## config.mk

```make
export PLATFORM = sky130hd
export DESIGN_NAME = display_scan_7seg
export DESIGN_NICKNAME = d
export VERILOG_FILES = /design/src/rtl/display_pkg.sv /design/src/rtl/hex7seg.sv /design/src/rtl/display_scan_7seg.sv
export SDC_FILE = /design/constraint.sdc
export NUM_CORES = 1
export LEC_CHECK = 0
export ABC_CLOCK_PERIOD_IN_PS = 5200
export CAP_MARGIN = 20
export CORE_UTILIZATION = 50
export DETAILED_ROUTE_END_ITERATION = 16
export GPL_TIMING_DRIVEN = 1
export PLACE_DENSITY = 0.72
export SYNTH_ARGS = -nofsm -noshare
export SYNTH_HDL_FRONTEND = slang
export SYNTH_HIERARCHICAL = 1
export SYNTH_SLANG_ARGS = --single-unit
```

## constraint.sdc

```tcl
create_clock -name clk -period 5.2 [get_ports clk]
set_input_delay 1.3 -clock clk [delete_from_list [all_inputs] [get_ports clk]]
set_output_delay 1.3 -clock clk [all_outputs]
set_load 0.02 [all_outputs]
```

## src/rtl/display_pkg.sv

```systemverilog
// display_pkg: shared types, constants and the hex-to-segment decoder for
// the seven-segment display drivers.
//   seg_t      : 7-bit cathode pattern, active-low, bit 0 = a ... bit 6 = g
//   digit_t    : 4-bit hex digit
//   hex_to_seg : hex digit -> active-low gfedcba pattern
package display_pkg;

    localparam int N_DIGITS = 4;

    typedef logic [6:0] seg_t;
    typedef logic [3:0] digit_t;

    localparam seg_t       SEG_OFF = 7'b1111111;
    localparam logic [3:0] AN_OFF  = 4'b1111;

    // Patterns are listed as gfedcba; a 0 lights the segment.
    function automatic seg_t hex_to_seg(input digit_t d);
        seg_t s;
        s = SEG_OFF;
        case (d)
            4'h0: s = 7'b1000000;
            4'h1: s = 7'b1111001;
            4'h2: s = 7'b0100100;
            4'h3: s = 7'b0110000;
            4'h4: s = 7'b0011001;
            4'h5: s = 7'b0010010;
            4'h6: s = 7'b0000010;
            4'h7: s = 7'b1111000;
            4'h8: s = 7'b0000000;
            4'h9: s = 7'b0010000;
            4'hA: s = 7'b0001000;
            4'hB: s = 7'b0000011;
            4'hC: s = 7'b1000110;
            4'hD: s = 7'b0100001;
            4'hE: s = 7'b0000110;
            4'hF: s = 7'b0001110;
            default: s = SEG_OFF;
        endcase
        return s;
    endfunction

endpackage

```

## src/rtl/hex7seg.sv

```systemverilog
// hex7seg: combinational hex digit to active-low seven-segment decoder.
//   digit : input  4-bit hex value
//   seg   : output 7-bit cathode pattern, active-low, seg[0] = a ... seg[6] = g
module hex7seg
    import display_pkg::*;
(
    input  digit_t digit,
    output seg_t   seg
);

    assign seg = hex_to_seg(digit);

endmodule

```

## src/rtl/display_scan_7seg.sv

```systemverilog
// display_scan_7seg: time-multiplexed driver for a four-digit common-anode
// seven-segment display with double-buffered digit/blank registers.
//   clk      : system clock, rising edge
//   rst      : synchronous active-high reset
//   load     : one-cycle strobe capturing digits_i / blank_i into the pending buffer
//   digits_i : four 4-bit digits, digit k = digits_i[4k+3:4k], digit 0 rightmost
//   blank_i  : bit k = 1 darkens digit k
//   AN       : anode enables, active-low, bit k = digit k
//   SEG      : cathodes, active-low, SEG[0] = a ... SEG[6] = g
//   frame_o  : one-cycle pulse after each completed four-digit scan
module display_scan_7seg
    import display_pkg::*;
#(
    parameter int TICK_DIV = 100_000
) (
    input  logic        clk,
    input  logic        rst,
    input  logic        load,
    input  logic [15:0] digits_i,
    input  logic [3:0]  blank_i,
    output logic [3:0]  AN,
    output logic [6:0]  SEG,
    output logic        frame_o
);

    localparam int                CNT_W   = (TICK_DIV > 2) ? $clog2(TICK_DIV) : 1;
    localparam logic [CNT_W-1:0]  DIV_MAX = CNT_W'(TICK_DIV - 1);

    logic [CNT_W-1:0] div_cnt;
    logic [1:0]       slot;
    logic [15:0]      pend_dig;
    logic [3:0]       pend_blk;
    logic             pend_vld;
    logic [15:0]      act_dig;
    logic [3:0]       act_blk;

    logic             boundary;
    digit_t           cur_dig;
    seg_t             cur_seg;

    assign boundary = (div_cnt == DIV_MAX);
    assign cur_dig  = act_dig[{slot, 2'b00} +: 4];

    hex7seg u_hex7seg (
        .digit (cur_dig),
        .seg   (cur_seg)
    );

    // Stage 0: prescaler, slot counter and double buffer
    always_ff @(posedge clk) begin
        if (rst) begin
            div_cnt  <= '0;
            slot     <= 2'd0;
            pend_dig <= '0;
            pend_blk <= '0;
            pend_vld <= 1'b0;
            act_dig  <= '0;
            act_blk  <= AN_OFF;
        end else begin
            div_cnt <= boundary ? '0 : div_cnt + 1'b1;
            if (load) begin
                pend_dig <= digits_i;
                pend_blk <= blank_i;
            end
            if (boundary) begin
                slot     <= slot + 2'd1;
                pend_vld <= 1'b0;
                // A load landing on the boundary bypasses the pending stage.
                if (load) begin
                    act_dig <= digits_i;
                    act_blk <= blank_i;
                end else if (pend_vld) begin
                    act_dig <= pend_dig;
                    act_blk <= pend_blk;
                end
            end else if (load) begin
                pend_vld <= 1'b1;
            end
        end
    end

    // Stage 1: registered display outputs from the current slot
    always_ff @(posedge clk) begin
        if (rst) begin
            AN      <= AN_OFF;
            SEG     <= SEG_OFF;
            frame_o <= 1'b0;
        end else begin
            frame_o <= boundary && (slot == 2'd3);
            if (act_blk[slot]) begin
                AN  <= AN_OFF;
                SEG <= SEG_OFF;
            end else begin
                AN  <= ~(4'b0001 << slot);
                SEG <= cur_seg;
            end
        end
    end

endmodule

```

==> results of run 1 <==
[per-layer routing]
metal | vias to the layer above | global-route usage [%] | wire, µm | part of all wire (%)
met5 | - | 0 | 0 | 0
met4 | 0 | 8.947 | 102 | 1.8
met3 | 11 | 4.000 | 184 | 3.3
met2 | 38 | 26.94 | 2425 | 44
met1 | 989 | 25.36 | 2823 | 51
li1 | 1109 | - | - | -
[worst max-delay path, delay by kind of cell]
kind	cells	cell delay [ns]
simple gates	2	0.71
mux	1	0.40
buf+inv	2	0.79
[flip-flops by register name, indices dropped and copies added (netlist names)]
name,cells
act_blk,4
pend_blk,4
SEG,7
pend_vld,1
act_dig,16
slot,2
frame_o,1
pend_dig,16
div_cnt,17
AN,4
[path summary, 6_finish.rpt]
check,slack (ns),to,cells past startpoint,startpoint
min reg2reg,0.48,div_cnt[0],1,div_cnt[0]
max reg2reg,2.63,SEG[3],6,slot[0]
min,0.48,div_cnt[0],1,div_cnt[0]
max,2.22,act_dig[7],5,load
[power by group through the flow]
stage / Clock [µW] / Combinational, µW / Sequential (µW)
global route: 456 / 59.1 / 568
global placement: 0 / 52.6 / 580
detailed placement: 0 / 53.3 / 580
CTS: 431 / 53.7 / 567
finish: 419 / 52.8 / 567
floorplan: 0 / 31.4 / 579
[synthesized netlist by cell type (2+ instances only)]
cell / count
sky130_fd_sc_hd__a21oi_1: 3
sky130_fd_sc_hd__a22o_1: 2
sky130_fd_sc_hd__and3_1: 2
sky130_fd_sc_hd__buf_2: 8
sky130_fd_sc_hd__buf_6: 3
sky130_fd_sc_hd__clkbuf_1: 5
sky130_fd_sc_hd__dfxtp_1: 72
sky130_fd_sc_hd__ha_1: 12
sky130_fd_sc_hd__inv_1: 7
sky130_fd_sc_hd__mux2_2: 11
sky130_fd_sc_hd__mux2_4: 6
sky130_fd_sc_hd__mux2i_1: 29
sky130_fd_sc_hd__mux4_2: 5
sky130_fd_sc_hd__nand2_1: 8
sky130_fd_sc_hd__nand3_1: 7
sky130_fd_sc_hd__nand4_1: 7
sky130_fd_sc_hd__nor2_1: 50
sky130_fd_sc_hd__nor2b_1: 20
sky130_fd_sc_hd__nor3_1: 3
sky130_fd_sc_hd__nor4_1: 3
sky130_fd_sc_hd__o21ai_0: 3
sky130_fd_sc_hd__or3_1: 8
sky130_fd_sc_hd__xnor2_1: 9
sky130_fd_sc_hd__xor2_1: 5
[area by class of cell]
class	count	share of cell area [%]
Multi-Input combinational cell	208	43.77
Sequential cell	72	38.88
Timing Repair Buffer	35	9.247
Clock buffer	12	3.645
Tap cell	75	2.531
Clock inverter	4	1.215
Inverter	7	0.7087
[per-stage QoR]
step	worst slack, ns	instance area, µm²
after CTS	2.217	3707
after detailed placement	1.860	3527
after global routing	2.075	3707
final	2.217	3707
after floorplan	2.861	3196
after global placement	1.890	3527
[kinds of logic after synthesis]
family | after synthesis
compound gates | 10
xor+xnor | 14
fa+ha+maj | 12
buf+inv | 25
flops | 72
mux | 52
simple gates | 120
==> run_summary.xml, run 1 <==
<?xml version="1.0" encoding="UTF-8"?>
<metrics>
  <group name="yosys">
    <metric name="synth_ff_type" unit="">sky130_fd_sc_hd__dfxtp_1</metric>
    <metric name="synthTopCellsByArea" unit="">sky130_fd_sc_hd__dfxtp_1 (45%), sky130_fd_sc_hd__mux2i_1 (9.1%), sky130_fd_sc_hd__nor2_1 (5.9%), sky130_fd_sc_hd__ha_1 (4.7%), sky130_fd_sc_hd__nor2b_1 (3.9%)</metric>
    <metric name="synth.cell_area" unit="µm²">3196</metric>
    <metric name="synth.mux.area_fraction" unit="%">20.13</metric>
    <metric name="synth_fa_ha_area_share" unit="%">4.699</metric>
    <metric name="synth_seq_area_share" unit="%">45.11</metric>
    <metric name="synth-edff-count" unit="">0</metric>
    <metric name="post_synthesis_share_of_cell_area_spent_on_xor_and_xnor_gates" unit="%">3.837</metric>
    <metric name="number_of_distinct_standard_cells_referenced_by_the_synthesized_netlist" unit="">41</metric>
    <metric name="yosys_warnings" unit="">6</metric>
    <metric name="ys_seq_elements" unit="">72</metric>
    <metric name="syn_nets" unit="">340</metric>
    <metric name="synth_top_family_by_area" unit="">multiplexers</metric>
    <metric name="syn_area_per_cell" unit="µm²">10.48</metric>
    <metric name="ys_async_sr_fraction" unit="%">0</metric>
    <metric name="synthesis.instances" unit="">305</metric>
    <metric name="simple_gate_portion_of_the_synthesized_area" unit="%">20.05</metric>
    <metric name="post-synth-top-area-cell" unit="">sky130_fd_sc_hd__dfxtp_1</metric>
    <metric name="synth_top_area_share" unit="%">45.11</metric>
    <metric name="post_synthesis_compound_gate_area_fraction" unit="%">2.075</metric>
  </group>
  <group name="cts">
    <metric name="post_cts_resize_count" unit="">0</metric>
    <metric name="htreeDepth" unit="">3</metric>
    <metric name="cts.root.buffer_cell" unit="">sky130_fd_sc_hd__clkbuf_8</metric>
    <metric name="postCtsSetupRepairBufs" unit="">0</metric>
    <metric name="cts_buffer_depth" unit="">2</metric>
    <metric name="cts.clk_slew.worst_paths" unit="ns">0.07</metric>
    <metric name="cts_tree" unit="">yes</metric>
    <metric name="cts_num_sinks" unit="">72</metric>
    <metric name="holdBufCountCts" unit="">0</metric>
    <metric name="cts_inserted_buffers" unit="">9</metric>
    <metric name="clkLatencyLatePin" unit="ns">0.34</metric>
  </group>
  <group name="placement">
    <metric name="place.gp.congestion" unit="">0.7914</metric>
    <metric name="place_inst" unit="">397</metric>
    <metric name="placement.io_buffers" unit="">34</metric>
    <metric name="dp_hpwl" unit="µm">3684</metric>
  </group>
  <group name="timing">
    <metric name="period_share" unit="%">57.36</metric>
    <metric name="period_needed" unit="ns">2.983</metric>
    <metric name="slew_at_the_pin_closest_to_its_max_slew_limit" unit="ns">0.9680</metric>
    <metric name="final_count_of_pins_violating_max_slew" unit="">0</metric>
    <metric name="grt_setup_unrepaired" unit="">no</metric>
    <metric name="clock.fmax" unit="MHz">335.3</metric>
    <metric name="worst_hold_slack" unit="ns">0.4808</metric>
    <metric name="skew" unit="ns">0.007283</metric>
    <metric name="timing.setup.tns" unit="ns">0</metric>
    <metric name="timing_hold_violations_final" unit="">0</metric>
    <metric name="setup_violations" unit="">0</metric>
    <metric name="slew_headroom" unit="%">35.46</metric>
  </group>
  <group name="job">
    <metric name="cap_violations" unit="">0</metric>
  </group>
  <group name="worst_setup_path">
    <metric name="critical_path.startpoint_type" unit="">primary input</metric>
    <metric name="crit_path_max_fanout" unit="">21</metric>
    <metric name="critPathMaxStageDelay" unit="ns">0.57</metric>
    <metric name="slowest_cell_on_the_critical_path" unit="">sky130_fd_sc_hd__nor2_4</metric>
    <metric name="setup.worst_path.end_class" unit="">register</metric>
    <metric name="required" unit="ns">5.43</metric>
    <metric name="crit_chain" unit="">clkdlybuf4s50_1 -&gt; buf_4 -&gt; nor2_1 -&gt; nor2_4 -&gt; mux2_2</metric>
    <metric name="crit_type" unit="">in2reg</metric>
    <metric name="cp_data_arrival_time" unit="ns">3.21</metric>
  </group>
  <group name="routing">
    <metric name="remaining_drcs" unit="">0</metric>
    <metric name="antenna_left" unit="">0</metric>
    <metric name="drt-pass1-iter-count" unit="">4</metric>
    <metric name="detail_route.vias_per_cell" unit="">5.199</metric>
    <metric name="avg_wl_per_cell" unit="µm">13.40</metric>
    <metric name="drt_iter0_drc" unit="">89</metric>
    <metric name="vias" unit="">2147</metric>
    <metric name="drt-total-wl" unit="µm">5536</metric>
  </group>
  <group name="floorplanning">
    <metric name="die_ar" unit="µm²">6715</metric>
    <metric name="die_w" unit="µm">81.95</metric>
    <metric name="placementRows" unit="">28</metric>
    <metric name="core_area" unit="µm²">6026</metric>
    <metric name="chipHeight" unit="µm">81.95</metric>
    <metric name="initial_utilization" unit="%">53.03</metric>
    <metric name="num_io_pins" unit="">35</metric>
  </group>
  <group name="final_layout">
    <metric name="seqCellArea" unit="µm²">1441</metric>
    <metric name="most-common-layout-cells" unit="">sky130_fd_sc_hd__dfxtp_1 (72), sky130_fd_sc_hd__nor2_1 (50), sky130_fd_sc_hd__clkdlybuf4s50_1 (33)</metric>
    <metric name="layout.core_utilization" unit="%">61.52</metric>
    <metric name="mostFrequentLayoutCell" unit="">sky130_fd_sc_hd__dfxtp_1</metric>
    <metric name="nNetsFinal" unit="">368</metric>
    <metric name="multi_input_area" unit="µm²">1623</metric>
    <metric name="antenna-diode-count" unit="">0</metric>
    <metric name="post_route_cells_drive_above_1_share" unit="%">12.72</metric>
    <metric name="syn2layout_area_growth" unit="%">16.01</metric>
    <metric name="post_layout_nonfiller_instances" unit="">413</metric>
    <metric name="fillers" unit="">522</metric>
  </group>
  <group name="global_routing">
    <metric name="grt_pass1_wl" unit="µm">9142</metric>
    <metric name="antenna_found_initial" unit="">0</metric>
    <metric name="global_route.overflow_total" unit="">0</metric>
    <metric name="grt_start_max_net_pins" unit="">59</metric>
    <metric name="grt_pass1_vias" unit="">1866</metric>
    <metric name="globalRouteTotalUtil" unit="%">18.37</metric>
  </group>
  <group name="pwr">
    <metric name="intPower" unit="µW">810.0</metric>
    <metric name="ir_drop_worst_case_vdd" unit="mV">0.1586</metric>
    <metric name="pwr-share-comb" unit="%">5.1</metric>
    <metric name="seqPwrFrac" unit="%">54.6</metric>
    <metric name="share_clk_of_total_power" unit="%">40.3</metric>
    <metric name="switching_power" unit="µW">229.2</metric>
    <metric name="power_density" unit="nW/µm²">280.3</metric>
    <metric name="static-leakage-power" unit="µW">0.001426</metric>
    <metric name="totalPowerFinal" unit="µW">1039</metric>
    <metric name="swShare" unit="%">22.06</metric>
  </group>
  <group name="hold_path">
    <metric name="min_path_type" unit="">reg2reg</metric>
  </group>
  <group name="status">
    <metric name="status" unit="">finished, final reports clean</metric>
  </group>
</metrics>
(Power assumes the default switching activity.)
==> run 2: changes to the inputs <==
ABC_CLOCK_PERIOD_IN_PS = 2800   (was 5200)
clock period = 2.8 ns   (was 5.2 ns; I/O delays follow)
==> run 2 against run 1 <==
Global-route usage increased by 1.3 points. Via count increased by 1.9%. Clock-buffer cell count increased by 2. Final area rose by 2.2%. Clock power grew 120%. Hold slack improved by 0.0062 ns. Clock skew increased by 0.0026 ns. Sequential share of layout area decreased by 0.85 points. Cell count is 0.97% higher. Sequential power up 85%. Setup slack lost 1.8 ns. Largest power group unchanged. Highest routed layer unchanged.
==> run_summary.xml, run 2 (synthesis results as in run 1) <==
<?xml version="1.0" encoding="UTF-8"?>
<metrics>
  <group name="routing">
    <metric name="avg_wl_per_cell" unit="µm">13.48</metric>
    <metric name="remaining_drcs" unit="">0</metric>
    <metric name="vias" unit="">2187</metric>
    <metric name="drt_iter0_drc" unit="">78</metric>
    <metric name="detail_route.vias_per_cell" unit="">5.245</metric>
    <metric name="drt-pass1-iter-count" unit="">4</metric>
    <metric name="drt-total-wl" unit="µm">5622</metric>
    <metric name="antenna_left" unit="">0</metric>
  </group>
  <group name="placement">
    <metric name="dp_slack" unit="ns">0.3971</metric>
    <metric name="place_inst" unit="">401</metric>
    <metric name="place.gp.congestion" unit="">0.8786</metric>
    <metric name="placement.io_buffers" unit="">34</metric>
    <metric name="dp_hpwl" unit="µm">3835</metric>
  </group>
  <group name="floorplanning">
    <metric name="num_io_pins" unit="">35</metric>
    <metric name="die_ar" unit="µm²">6715</metric>
    <metric name="initial_utilization" unit="%">53.03</metric>
    <metric name="placementRows" unit="">28</metric>
    <metric name="chipHeight" unit="µm">81.95</metric>
    <metric name="die_w" unit="µm">81.95</metric>
    <metric name="core_area" unit="µm²">6026</metric>
  </group>
  <group name="timing">
    <metric name="period_needed" unit="ns">2.395</metric>
    <metric name="period_share" unit="%">85.53</metric>
    <metric name="timing.setup.tns" unit="ns">0</metric>
    <metric name="grt_setup_unrepaired" unit="">no</metric>
    <metric name="slew_at_the_pin_closest_to_its_max_slew_limit" unit="ns">0.5956</metric>
    <metric name="slew_headroom" unit="%">60.29</metric>
    <metric name="post-route-worst-setup-slack" unit="ns">0.4053</metric>
    <metric name="skew" unit="ns">0.009834</metric>
    <metric name="setup_violations" unit="">0</metric>
    <metric name="final_count_of_pins_violating_max_slew" unit="">0</metric>
    <metric name="timing_hold_violations_final" unit="">0</metric>
    <metric name="clock.fmax" unit="MHz">417.6</metric>
  </group>
  <group name="global_routing">
    <metric name="globalRouteTotalUtil" unit="%">19.69</metric>
    <metric name="grt_pass1_vias" unit="">2129</metric>
    <metric name="grt_start_max_net_pins" unit="">36</metric>
    <metric name="antenna_found_initial" unit="">0</metric>
    <metric name="grt_pass1_wl" unit="µm">9784</metric>
    <metric name="global_route.overflow_total" unit="">0</metric>
  </group>
  <group name="cts">
    <metric name="clkLatencyLatePin" unit="ns">0.34</metric>
    <metric name="holdBufCountCts" unit="">0</metric>
    <metric name="postCtsSetupRepairBufs" unit="">0</metric>
    <metric name="htreeDepth" unit="">3</metric>
    <metric name="cts.clk_slew.worst_paths" unit="ns">0.08</metric>
    <metric name="cts_buffer_depth" unit="">2</metric>
    <metric name="cts_tree" unit="">yes</metric>
    <metric name="cts_inserted_buffers" unit="">9</metric>
    <metric name="cts.root.buffer_cell" unit="">sky130_fd_sc_hd__clkbuf_8</metric>
    <metric name="post_cts_resize_count" unit="">0</metric>
    <metric name="cts_num_sinks" unit="">72</metric>
  </group>
  <group name="final_layout">
    <metric name="layout.core_utilization" unit="%">62.89</metric>
    <metric name="syn2layout_area_growth" unit="%">18.60</metric>
    <metric name="post_layout_nonfiller_instances" unit="">417</metric>
    <metric name="nNetsFinal" unit="">372</metric>
    <metric name="antenna-diode-count" unit="">0</metric>
    <metric name="mostFrequentLayoutCell" unit="">sky130_fd_sc_hd__dfxtp_1</metric>
    <metric name="most-common-layout-cells" unit="">sky130_fd_sc_hd__dfxtp_1 (72), sky130_fd_sc_hd__nor2_1 (50), sky130_fd_sc_hd__clkdlybuf4s50_1 (33)</metric>
    <metric name="fillers" unit="">532</metric>
    <metric name="largest_registers" unit="">div_cnt (17), act_dig (16), pend_dig (16)</metric>
    <metric name="registers.top_by_ff_count" unit="">div_cnt</metric>
    <metric name="number_of_flip_flops_under_the_largest_register_name" unit="">17</metric>
    <metric name="post_route_cells_drive_above_1_share" unit="%">14.04</metric>
  </group>
  <group name="worst_setup_path">
    <metric name="required" unit="ns">3.03</metric>
    <metric name="cp_data_arrival_time" unit="ns">2.63</metric>
    <metric name="crit_type" unit="">reg2reg</metric>
    <metric name="critical_path.startpoint_type" unit="">register</metric>
    <metric name="crit_path_max_fanout" unit="">7</metric>
    <metric name="setup.worst_path.end_class" unit="">register</metric>
  </group>
  <group name="pwr">
    <metric name="power_density" unit="nW/µm²">552.3</metric>
    <metric name="ir_drop_worst_case_vdd" unit="mV">0.3367</metric>
    <metric name="static-leakage-power" unit="µW">0.001469</metric>
    <metric name="totalPowerFinal" unit="µW">2093</metric>
  </group>
  <group name="hold_path">
    <metric name="min_path_type" unit="">reg2reg</metric>
  </group>
  <group name="job">
    <metric name="cap_violations" unit="">0</metric>
  </group>
  <group name="status">
    <metric name="status" unit="">finished, final reports clean</metric>
  </group>
</metrics>
==> run 2: worst paths after layout <==
path | startpoint | endpoint | slack, ns | depth (start not counted)
setup / recovery | slot[0] | SEG[3] | 0.41 | 6
hold / removal | pend_blk[0] | pend_blk[0] | 0.49 | 2
setup reg to reg | slot[0] | SEG[3] | 0.41 | 6
hold reg to reg | pend_blk[0] | pend_blk[0] | 0.49 | 2
==> run 2: per-layer routing <==
metal	track usage, %	up-vias	wire, µm
met1	24.97	1022	2719
met4	9.649	0	110
met5	0	-	0
met2	30.50	46	2531
li1	-	1109	-
met3	5.667	10	261
==> run 2: area by class of cell <==
type	count	area (µm²)	share of cell area [%]
Sequential cell	72	1441	38.03
Tap cell	75	93.84	2.476
Timing Repair Buffer	39	372.9	9.838
Inverter	7	26.28	0.6933
Clock buffer	14	172.7	4.556
Multi-Input combinational cell	208	1623	42.82
Clock inverter	2	60.06	1.585
==> run 2: power by group <==
group	internal [µW]	total, µW	switching (µW)
registers	1050	1050	8.69
logic	52.4	99.0	46.7
clock network	576	940	364
==> run 2: critical path, stage by stage, from the launching register on <==
cell and delay [ns]:
sky130_fd_sc_hd__dfxtp_1 0.47, sky130_fd_sc_hd__mux4_2 0.63, sky130_fd_sc_hd__inv_1 0.16, sky130_fd_sc_hd__ha_1 0.16, sky130_fd_sc_hd__inv_1 0.05, sky130_fd_sc_hd__mux4_1 0.46, sky130_fd_sc_hd__or3_1 0.34
==> run 2: stage by stage <==
step | instance area [µm²] | hold WS (ns)
final | 3790 | 0.4870
after global routing | 3790 | 0.5130
after CTS | 3790 | 0.4897
after detailed placement | 3557 | 0.4695
after global placement | 3557 | 0.4586
after floorplan | 3196 | 0.4409
